===== config.mk =====
export PLATFORM = sky130hd
export DESIGN_NAME = fetch_sequencer
export DESIGN_NICKNAME = d
export VERILOG_FILES = /design/src/rtl/fetch_sequencer.sv
export SDC_FILE = /design/constraint.sdc
export NUM_CORES = 1
export LEC_CHECK = 0
export CAP_MARGIN = 20
export CORE_ASPECT_RATIO = 0.6
export CORE_MARGIN = 2
export CORE_UTILIZATION = 53
export DETAILED_ROUTE_END_ITERATION = 6
export GPL_TIMING_DRIVEN = 0
export PLACE_DENSITY_LB_ADDON = 0.1
export SETUP_SLACK_MARGIN = 0.02
export SYNTH_ARGS = -nofsm -noshare
export SYNTH_HDL_FRONTEND = slang
export SYNTH_SLANG_ARGS = --single-unit

===== constraint.sdc =====
create_clock -name clk -period 8 [get_ports clk]
set_input_delay 2 -clock clk [delete_from_list [all_inputs] [get_ports clk]]
set_output_delay 2 -clock clk [all_outputs]
set_load 0.05 [all_outputs]

===== src/rtl/fetch_sequencer.sv =====
// Byte-serial instruction fetch: four async byte reads per word, big-endian assembly,
// valid/ready handoff to decode, redirect path and run/idle control. Owns the PC.
module fetch_sequencer #(
    parameter int                ADDR_W   = 32,
    parameter logic [ADDR_W-1:0] RESET_PC = '0
) (
    input  logic              clk,
    input  logic              rst,
    input  logic              run,
    input  logic              redirect_valid,
    input  logic [ADDR_W-1:0] redirect_pc,
    output logic [ADDR_W-1:0] mem_addr,
    input  logic [7:0]        mem_data,
    output logic [31:0]       ins_out,
    output logic [ADDR_W-1:0] ins_pc,
    output logic              ins_valid,
    input  logic              ins_ready,
    output logic              busy
);

    typedef enum logic [1:0] {
        IDLE  = 2'd0,
        FETCH = 2'd1,
        VALID = 2'd2
    } state_t;

    state_t            state;
    state_t            next_state;
    logic [ADDR_W-1:0] pc;
    logic [1:0]        cnt;
    logic [23:0]       word_buf;
    logic              xfer;

    assign xfer = ins_valid & ins_ready & ~redirect_valid;
    assign busy = (state != IDLE);

    always_comb begin
        mem_addr = pc;
        if (state == FETCH) begin
            mem_addr = pc + {{(ADDR_W-2){1'b0}}, cnt};
        end
    end

    always_ff @(posedge clk or posedge rst) begin
        if (rst) begin
            state <= IDLE;
        end else begin
            state <= next_state;
        end
    end

    // Redirect outranks everything, including a same-cycle accept in VALID.
    always_comb begin
        next_state = state;
        if (redirect_valid) begin
            next_state = run ? FETCH : IDLE;
        end else begin
            case (state)
                IDLE:    if (run) next_state = FETCH;
                FETCH:   if (cnt == 2'd3) next_state = VALID;
                VALID:   if (xfer) next_state = run ? FETCH : IDLE;
                default: next_state = IDLE;
            endcase
        end
    end

    // The first three bytes collect in word_buf so ins_out only changes when a full word lands.
    always_ff @(posedge clk or posedge rst) begin
        if (rst) begin
            pc        <= RESET_PC;
            cnt       <= 2'd0;
            word_buf  <= 24'd0;
            ins_out   <= 32'd0;
            ins_pc    <= RESET_PC;
            ins_valid <= 1'b0;
        end else if (redirect_valid) begin
            pc        <= redirect_pc & ~ADDR_W'(3);
            cnt       <= 2'd0;
            ins_valid <= 1'b0;
        end else begin
            case (state)
                IDLE: begin
                    cnt <= 2'd0;
                end
                FETCH: begin
                    cnt <= cnt + 2'd1;
                    case (cnt)
                        2'd0: word_buf[23:16] <= mem_data;
                        2'd1: word_buf[15:8]  <= mem_data;
                        2'd2: word_buf[7:0]   <= mem_data;
                        default: begin
                            ins_out   <= {word_buf, mem_data};
                            ins_pc    <= pc;
                            ins_valid <= 1'b1;
                        end
                    endcase
                end
                VALID: begin
                    if (xfer) begin
                        pc        <= pc + ADDR_W'(4);
                        cnt       <= 2'd0;
                        ins_valid <= 1'b0;
                    end
                end
                default: begin
                    cnt <= 2'd0;
                end
            endcase
        end
    end

endmodule


==> metrics, run 1 <==
Setup TNS Final=0 ns; grt ovf=0; Residual DRC=0; Top delay family on crit path=buffers and inverters; H-tree levels=4; flip-flop and latch area=just over 3000 µm²; # resized after CTS=0; routed wire length=between 10000 and 15000 µm; GPL Wtd Cong=0.8698; Crit Path Category=in2reg; CTS max path bufs=2; via count=about 4200; wire length per cell=approximately 18 µm; CTS tree=built; Post-synth EDFFs=0; via count of the first global-routing pass=4197; CP required=around 8.3 ns; CORE AREA=9915 µm²; GRT Total Usage=26.55%; Unique masters post-synth=50; crit path max fanout=10; r2r startpoint=state[1]$_DFFE_PP0P_; final setup violating endpoints=0; slew margin rel.=31.81%; CP bufs+invs=4; reg-to-reg slack, setup=5.57 ns; Final ANT Viol Nets=0; Initial DRT Pass Iterations=6; Post-CTS Hold Buffers=0; Lkg Pwr=3.321 nW; Core Rows=28; largest net degree at the start of global routing=82; Slew Limit Fails=0; ANT cells=0; Arr. time, crit path=4.54 ns; CP startpoint kind=input pin; crit path time final=about 4.2 ns; critical path's largest stage delay=0.55 ns; HP Class=reg2reg; crit end category=register; total CTS buffers=17; Pwr Density=272.7 nW/µm²; crit-path cells=clkdlybuf4s50_1, clkinv_1, and3_1, and2_1, clkbuf_1, buf_1, mux2_2; Die ar.=11130 µm²; Worst Tran Pin Value=1.013 ns; Worst-path clk slew=roughly 0.06 ns; Detailed Route Iter0 Violations=328; clk root buf=clkbuf_16; Mapped Cells=458; Worst Hold End=ins_out[25]$_DFFE_PP0P_; Final #Nets=668; Seq/Total Area, Yosys=55.61%; I/O pin cnt=143; r2r endpoint=ins_out[21]$_DFFE_PP0P_; Finished Cell Area=between 7000 and 8000 µm²; Worst Reg-to-Reg Cells=6; VDD IR-drop max=0.1725 mV; worst hold path depth=1; Final Skew=0.009270 ns; ys flop type=dfrtp_1; Fmax=0.2355 GHz; synthesized area=roughly 5400 µm²; post-DR vias/cell=roughly 5.5; first-pass GRT wire length=22070 µm; outcome=finished, final reports clean; multi-input combinational cell area=2127 µm²; width of the die=134.9 µm; Fin. Hold Viols=0; worst-skew pair later-pin latency=0.41 ns; DP Area=~7000 µm²; RSZ-0062 raised after global routing=no; IO Port Bufs=138; synth warn=0; Critical-path top delay cell=buf_1; starting density of the core=54.92%; Final Cycle Share=53.07%; fillers=665; max cap viols=0; initial antenna violation count=0; die height=82.52 µm; Synth Register Bits=about 120; Setup Fix Bufs, Post-CTS=0; share of flip-flops with an asynchronous set or reset=100.0%; Syn Area/Cell=11.89 µm²; P&R area growth vs syn=40.44%; CTS sink cnt=121; worst hold start=word_buf[17]$_DFFE_PP0P_; DP HPWL=9714 µm; layout cell share with drive strength beyond 1=22.35%
-- how the worst max path moves through the flow --
stage | start | end | slack [ns] | cells past startpoint
3_3_place_gp | rst | ins_out[11]$_DFFE_PP0P_ | 1.11 | 2
5_1_grt | redirect_valid | ins_out[18]$_DFFE_PP0P_ | 3.63 | 7
4_1_cts | redirect_valid | ins_out[21]$_DFFE_PP0P_ | 3.76 | 7
2_1_floorplan | rst | cnt[0]$_DFFE_PP0P_ | 2.79 | 1
6_report | redirect_valid | ins_out[21]$_DFFE_PP0P_ | 3.75 | 7
3_5_place_dp | redirect_valid | ins_out[26]$_DFFE_PP0P_ | 3.34 | 7
-- synth_stat cells, types with 8 or more instances --
cell type	count	area, µm²
nor2_1	15	56.30
nand4_1	12	75.07
nand2_1	29	108.9
a31oi_1	10	62.56
mux2_2	87	979.7
nand3_1	17	85.08
o21ai_0	17	85.08
clkbuf_1	42	157.7
inv_1	9	33.78
dfrtp_1	121	3028
xnor2_1	8	70.07
-- report_power, final --
group,internal (mW),switching [mW]
sequential,0.711,0.0705
combinational,0.204,0.311
clock,0.499,0.291
total,1.41,0.672
-- flip-flops by register name (all words and copies together), names as in the netlist --
name       cells
state          2
cnt            2
ins_out       32
pc            30
ins_valid      1
ins_pc        30
word_buf      24
-- through the flow --
step / instances / utilization (%) / hold WS, ns / worst slack [ns] / power [mW]
global route: 766 / 77.13 / 0.5177 / 3.632 / 2.170
global placement: 732 / 70.60 / 0.4811 / 1.108 / 1.282
floorplan: 459 / - / 0.4750 / 2.786 / 1.113
finish: 766 / 77.13 / 0.4946 / 3.755 / 2.086
CTS: 766 / 77.13 / 0.5005 / 3.758 / 2.095
detailed placement: 734 / 70.97 / 0.4917 / 3.344 / 1.303
-- cells by family (layout without fill, tap and decap cells) --
| group | after synthesis | count (layout) | share of synthesized area (%) |
|---|---|---|---|
| flip-flops | 121 | 121 | 55.61 |
| multiplexers | 88 | 88 | 18.18 |
| adder cells (fa/ha/maj) | 5 | 5 | 1.149 |
| AND/OR/NAND/NOR | 118 | 118 | 11.97 |
| buffers and inverters | 65 | 237 | 5.400 |
| other | 1 | 2 | 0.06887 |
| AO/OA/AOI/OAI | 50 | 50 | 6.020 |
| XOR/XNOR | 10 | 10 | 1.609 |
-- cell usage in the layout, fill, tap and decap left out, types with 7 or more instances in the layout --
cell,count
or4_1,7
nand2_1,29
a31oi_1,10
o21ai_0,17
o31ai_1,7
xnor2_1,8
nand3_1,17
clkbuf_1,42
dfrtp_1,121
nand4_1,12
nor2_1,15
clkbuf_16,17
inv_1,8
clkdlybuf4s50_1,138
mux2_2,87
-- metal layers --
layer	vias to the layer above	track usage, %	share of wire [%]
met3	21	7.875	7.7
met1	2080	37.69	47
met5	-	0	0
li1	1934	-	-
met2	182	39.09	44
met4	0	9.474	1.3
-- final cells by class --
type / count / area share [%]
multi-input cells: 273 / 27.81
clock buffers: 18 / 5.743
inverters: 10 / 0.5563
well taps: 135 / 2.209
repair buffers: 140 / 18.49
clock inverters: 14 / 2.241
flip-flops and latches: 121 / 39.59
plain buffers: 55 / 3.354
(Power assumes the default switching activity.)
==> inputs of run 2 (changes only) <==
- CORE_UTILIZATION: 53 -> 49
- clock period: 8 -> 4.13 ns (I/O delays scaled with it)
==> metrics, run 2 (synthesized netlist as in run 1, its figures left out) <==
Crit Path Category=in2reg; largest net degree at the start of global routing=44 (-46%); Setup TNS Final=0 ns (unchanged); failing checks=DRC; worst-skew pair later-pin latency=0.42 ns (about the same); Die ar.=12000 µm² (+7.8%); GRT Total Usage=24.78% (-1.8 points); CP startpoint kind=input pin; Lkg Pwr=3.302 nW (-0.57%); crit-path cells=clkdlybuf4s50_1, clkinv_1, and3_1, and2_1, clkbuf_1, buf_1, mux2_2; CTS max path bufs=2 (unchanged); Worst-path clk slew=0.06 ns (about the same); Fmax=a little over 0.3 GHz; Final #Nets=669 (+0.15%); final setup violating endpoints=0 (unchanged); wire length per cell=17.99 µm (-1.4%); RSZ-0062 raised after global routing=no; Slew Limit Fails=0 (unchanged); Worst Tran Pin Value=1.017 ns (+0.003280 ns); Setup Fix Bufs, Post-CTS=0 (unchanged); starting density of the core=50.87% (-4.1 points); slew margin rel.=31.59% (-0.22 points); # resized after CTS=0 (unchanged); ANT cells=0 (unchanged); crit end category=register; crit path max fanout=10 (unchanged); CP required=4.43 ns (-3.86 ns); P&R area growth vs syn=40.03%; Initial DRT Pass Iterations=7 (+1); Post-CTS Hold Buffers=0 (unchanged); via count of the first global-routing pass=4228 (+0.74%); via count=4257 (+0.95%); IO Port Bufs=138 (unchanged); grt ovf=0 (unchanged); max reg flops=32 (unchanged); CTS sink cnt=121 (unchanged); Pwr Density=514.3 nW/µm² (+89%); total CTS buffers=17 (unchanged); outcome=complete, but fails checks; width of the die=140.1 µm (+3.9%); Detailed Route Iter0 Violations=300 (-8.5%); post-DR vias/cell=5.521 (+0.29%); Fin. Hold Viols=0 (unchanged); die height=85.66 µm (+3.8%); Residual DRC=11 (+11); dpl cells=739 (+0.68%); clk root buf=clkbuf_16; Critical-path top delay cell=buf_1; GPL Wtd Cong=0.8681 (-0.20%); initial antenna violation count=0 (unchanged); Final ANT Viol Nets=0 (unchanged); layout cell share with drive strength beyond 1=22.47% (+0.12 points); Arr. time, crit path=3.58 ns (-0.96 ns); H-tree levels=4 (unchanged); DP HPWL=9870 µm (+1.6%); Largest Register=ins_out; routed wire length=13870 µm (-0.72%); CTS tree=built; Final Skew=0.009818 ns (+0.0005485 ns); Final Cycle Share=around 79%; crit path time final=3.282 ns; critical path's largest stage delay=0.55 ns (about the same); CORE AREA=10700 µm² (+8.0%); Final Non-Filler Cells=771 (+0.65%); commonest non-fill, non-tap cell in the layout=clkdlybuf4s50_1; most frequent cells in the layout=clkdlybuf4s50_1 (138), dfrtp_1 (121), mux2_2 (87), clkbuf_1 (42), nand2_1 (29); first-pass GRT wire length=22760 µm (+3.1%); I/O pin cnt=143 (unchanged); post-layout util=71.23% (-5.9 points); Core Rows=29 (+3.6%); VDD IR-drop max=0.3804 mV (+120%); HP Class=reg2reg; Largest regs=ins_out (32), ins_pc (30), pc (30); max cap viols=0 (unchanged)
## run 2: cell types whose count changed in the layout (fill, tap and decap cells not counted)
cell	change
clkinvlp_4	+2
clkinv_4	-1
clkbuf_8	+1
bufinv_16	-2
buf_12	+2
buf_16	-1
## run 2: path summary, 6_finish.rpt
path / slack (ns) / cells past startpoint / to / start
max in group asynchronous: 2.01 / 4 / pc[25]$_DFFE_PP0P_ / rst
min in group asynchronous: 1.14 / 2 / ins_out[5]$_DFFE_PP0P_ / rst
hold / removal: 0.50 / 1 / ins_out[31]$_DFFE_PP0P_ / word_buf[23]$_DFFE_PP0P_
hold reg to reg: 0.50 / 1 / ins_out[31]$_DFFE_PP0P_ / word_buf[23]$_DFFE_PP0P_
setup reg to reg: 1.71 / 6 / ins_out[22]$_DFFE_PP0P_ / state[1]$_DFFE_PP0P_
setup / recovery: 0.85 / 7 / ins_out[22]$_DFFE_PP0P_ / redirect_valid
## run 2: power breakdown
group	total (mW)	internal (mW)	leakage, nW	switching [mW]
Sequential	1.51	1.38	1.56	0.135
Combinational	0.993	0.396	1.47	0.597
Clock	1.42	0.862	0.272	0.555
Total	3.92	2.63	3.30	1.29
## run 2: area by class of cell
type,instances,area (µm²)
inverters,10,41.29
plain buffers,55,256.5
repair buffers,141,1426
flip-flops and latches,121,3028
well taps,139,173.9
fillers,750,3079
clock inverters,13,118.9
multi-input cells,273,2127
clock buffers,19,452.9
## run 2: worst max-delay path: cells and delay by family
kind                   cells  cell delay [ns]
AND/OR/NAND/NOR            2             0.44
multiplexers               1             0.41
buffers and inverters      4             1.69
## run 2: routing by layer
metal  routed length, µm  global-route usage, %  vias up
met2                5937                  36.14      191
li1                    -                      -     1945
met4                 237                  6.795        0
met5                   0                      0        -
met3                1077                  8.208       27
met1                6622                  35.84     2094
## run 2: per-stage QoR
step / area (µm²) / hold WS [ns] / setup WS, ns / power (mW)
2_1_floorplan: 5453 / 0.4750 / 1.564 / 2.155
3_3_place_gp: 7008 / 0.4829 / 0.4571 / 2.484
3_5_place_dp: 7053 / 0.4898 / 0.4354 / 2.523
4_1_cts: 7625 / 0.5012 / 0.8617 / 3.950
5_1_grt: 7625 / 0.5164 / 0.7047 / 4.082
6_report: 7625 / 0.5027 / 0.8479 / 3.921
==> edit: new RTL, config.mk and constraints of run 2 <==
Re-encode `state_t` (3 states) as one-hot, 3 bits wide.
--- a/src/rtl/fetch_sequencer.sv
+++ b/src/rtl/fetch_sequencer.sv
@@ -20,6 +20,6 @@
 
-    typedef enum logic [1:0] {
-        IDLE  = 2'd0,
-        FETCH = 2'd1,
-        VALID = 2'd2
+    typedef enum logic [2:0] {
+        IDLE  = 3'b001,
+        FETCH = 3'b010,
+        VALID = 3'b100
     } state_t;
Check against the original RTL: no difference found for any inputs over 4 cycles, from zero or initial values and one cycle with rst high; so few cycles prove little.
==> edit against run 2 <==
- clock skew decreased by 0.0015 ns
- area after synthesis up 2.1%
- sequential cell count up 1
- die area is 2.0% higher
- sequential share of layout area is 0.61 points lower
- design area increased by 2.4%
- global-route usage fell by 0.90 points
- wire length increased by 1.4%
- worst setup slack improved by 0.024 ns
Power is not compared: it rests on default switching activity, and its combinational part moved more than twofold at a synthesized area within 25%.
==> edit: results (changes against run 2) <==
- GRT Resource Usage Total: 23.9% (was 24.8%)
- Starting DRT DRC Count: 244 (was 300)
- Cell types with the highest counts after synthesis: sky130_fd_sc_hd__dfrtp_1, sky130_fd_sc_hd__mux2_2, sky130_fd_sc_hd__clkbuf_1, sky130_fd_sc_hd__nand2_1, sky130_fd_sc_hd__nor2_1 (was sky130_fd_sc_hd__dfrtp_1, sky130_fd_sc_hd__mux2_2, sky130_fd_sc_hd__clkbuf_1, sky130_fd_sc_hd__nand2_1)
- Clock latency reported for the late side of the worst-skew pair: ~0.41 ns
- Cell count of the worst hold path: 1 (unchanged)
- Sequential area share after synthesis: 54.9% (was 55.6%)
- Weighted congestion at the end of routability-driven global placement: 0.790 (was 0.868)
- Layout cell share with drive strength beyond 1: 22.5% (about the same)
- Nets: 679 (was 669)
- Post-Place Cell Area: 7190 sq um (was 7050 sq um)
- CTS Buf Count: 17 (unchanged)
- Per-cell routed wire length: 17.9 um (was 18.0 um)
- Relative slew slack: 45.7% (was 31.6%)
- Cell at the root of the clock tree: sky130_fd_sc_hd__clkbuf_16 (unchanged)
- Total of cells resized after clock tree synthesis: 0 (unchanged)
- Number of detailed-route iterations in the first pass: 4 (was 7)
- Number of buffers inserted by port buffering: 138 (unchanged)
- Crit-path max FO: 10 (unchanged)
- Distinct cell type count of the synthesized netlist: 55 (was 50)
- Largest net degree at the start of global routing: 34 (was 44)
- Antenna diode instance count: 0 (unchanged)
- Worst R2R Path Depth: 5 (was 6)
- Global-route wire length before repair: 22.4 mm (was 22.8 mm)
- Outcome: finished clean (was finished with violations)
- Data arrival time at the worst-slack endpoint: 2.23 ns (was 3.58 ns)
- Post-placement worst setup slack: 0.806 ns (was 0.435 ns)
- Number of global-route vias before repair: 4327 (was 4228)
- WHS Endpoint: ins_out[24] (was ins_out[31])
- Finished layout cell area: 7810 sq um (was 7620 sq um)
- Yosys warns: 0 (unchanged)
- Vias per Instance: 5.56 (was 5.52)
- H-tree levels: 4 (unchanged)
- HPWL after DPL: 10.1 mm (was 9.87 mm)
- Start point of the worst min-delay path: word_buf[16] (was word_buf[23])
- FF-to-FF setup slack: 1.45 ns (was 1.71 ns)
- Beginning of the worst register-to-register path: state[0] (was state[1])
- Capture instance of the worst register-to-register path: ins_out[0] (was ins_out[22])
- Fill cells: 831 (was 750)
- Leading cell types by total area after synthesis: sky130_fd_sc_hd__dfrtp_1, sky130_fd_sc_hd__mux2_2, sky130_fd_sc_hd__clkbuf_1, sky130_fd_sc_hd__nand2_1, sky130_fd_sc_hd__a31oi_1 (was sky130_fd_sc_hd__dfrtp_1, sky130_fd_sc_hd__mux2_2, sky130_fd_sc_hd__clkbuf_1, sky130_fd_sc_hd__nand2_1, sky130_fd_sc_hd__nand3_1)
- Hold bufs inserted after CTS: 0 (unchanged)
- Worst clock skew: 0.00836 ns (was 0.00982 ns)
edit: worst max-delay path by stage:
stage,startpoint,endpoint,slack [ns],cells after the start
floorplan,state[2],mem_addr[0],1.41,2
global placement,rst,ins_out[0],0.46,2
detailed placement,redirect_valid,ins_out[3],0.81,5
CTS,state[0],busy,0.88,3
global route,state[0],busy,0.80,3
finish,state[0],mem_addr[0],0.87,3
edit: metrics by stage:
| step | hold WS, ns | cells | total power [W] |
|---|---|---|---|
| finish | 0.501 | 785 | 0.00337 |
| global route | 0.518 | 785 | 0.00349 |
| CTS | 0.503 | 785 | 0.00339 |
| detailed placement | 0.491 | 754 | 0.00184 |
| global placement | 0.481 | 751 | 0.00181 |
| floorplan | 0.475 | 469 | 0.00166 |
edit: logic make-up after synthesis:
group	count (synthesis)	synth area share, %
and+or+nand+nor	128	13.2
DFF	122	54.9
muxes	88	17.8
AOI/OAI and AO/OA	59	6.80
buffers and inverters	57	4.82
xor gates and xnor gates	8	1.26
adders and majority gates	5	1.13
other	1	0.0675
edit: layer usage:
metal	global-route usage, %	up-vias	wire, um
li1	-	2013	-
met2	34.4	146	6030
met5	0	-	0
met3	6.63	24	872
met1	34.7	2184	6950
met4	8.91	0	214
edit: area by class of cell:
cell class                 count  share of cell area, %
sequential                   122                   39.1
multi-input combinational    290                   28.7
timing repair buffer         141                   18.5
clock buffer                  22                   6.20
buffer                        51                   3.14
tap                          144                   2.31
clock inverter                 9                   1.76
inverter                       6                  0.336
edit: critical path, stage by stage (launching register included):
cell	delay, ns
sky130_fd_sc_hd__dfstp_2	0.58
sky130_fd_sc_hd__buf_1	0.38
sky130_fd_sc_hd__nor3_1	0.12
sky130_fd_sc_hd__clkdlybuf4s50_1	0.73
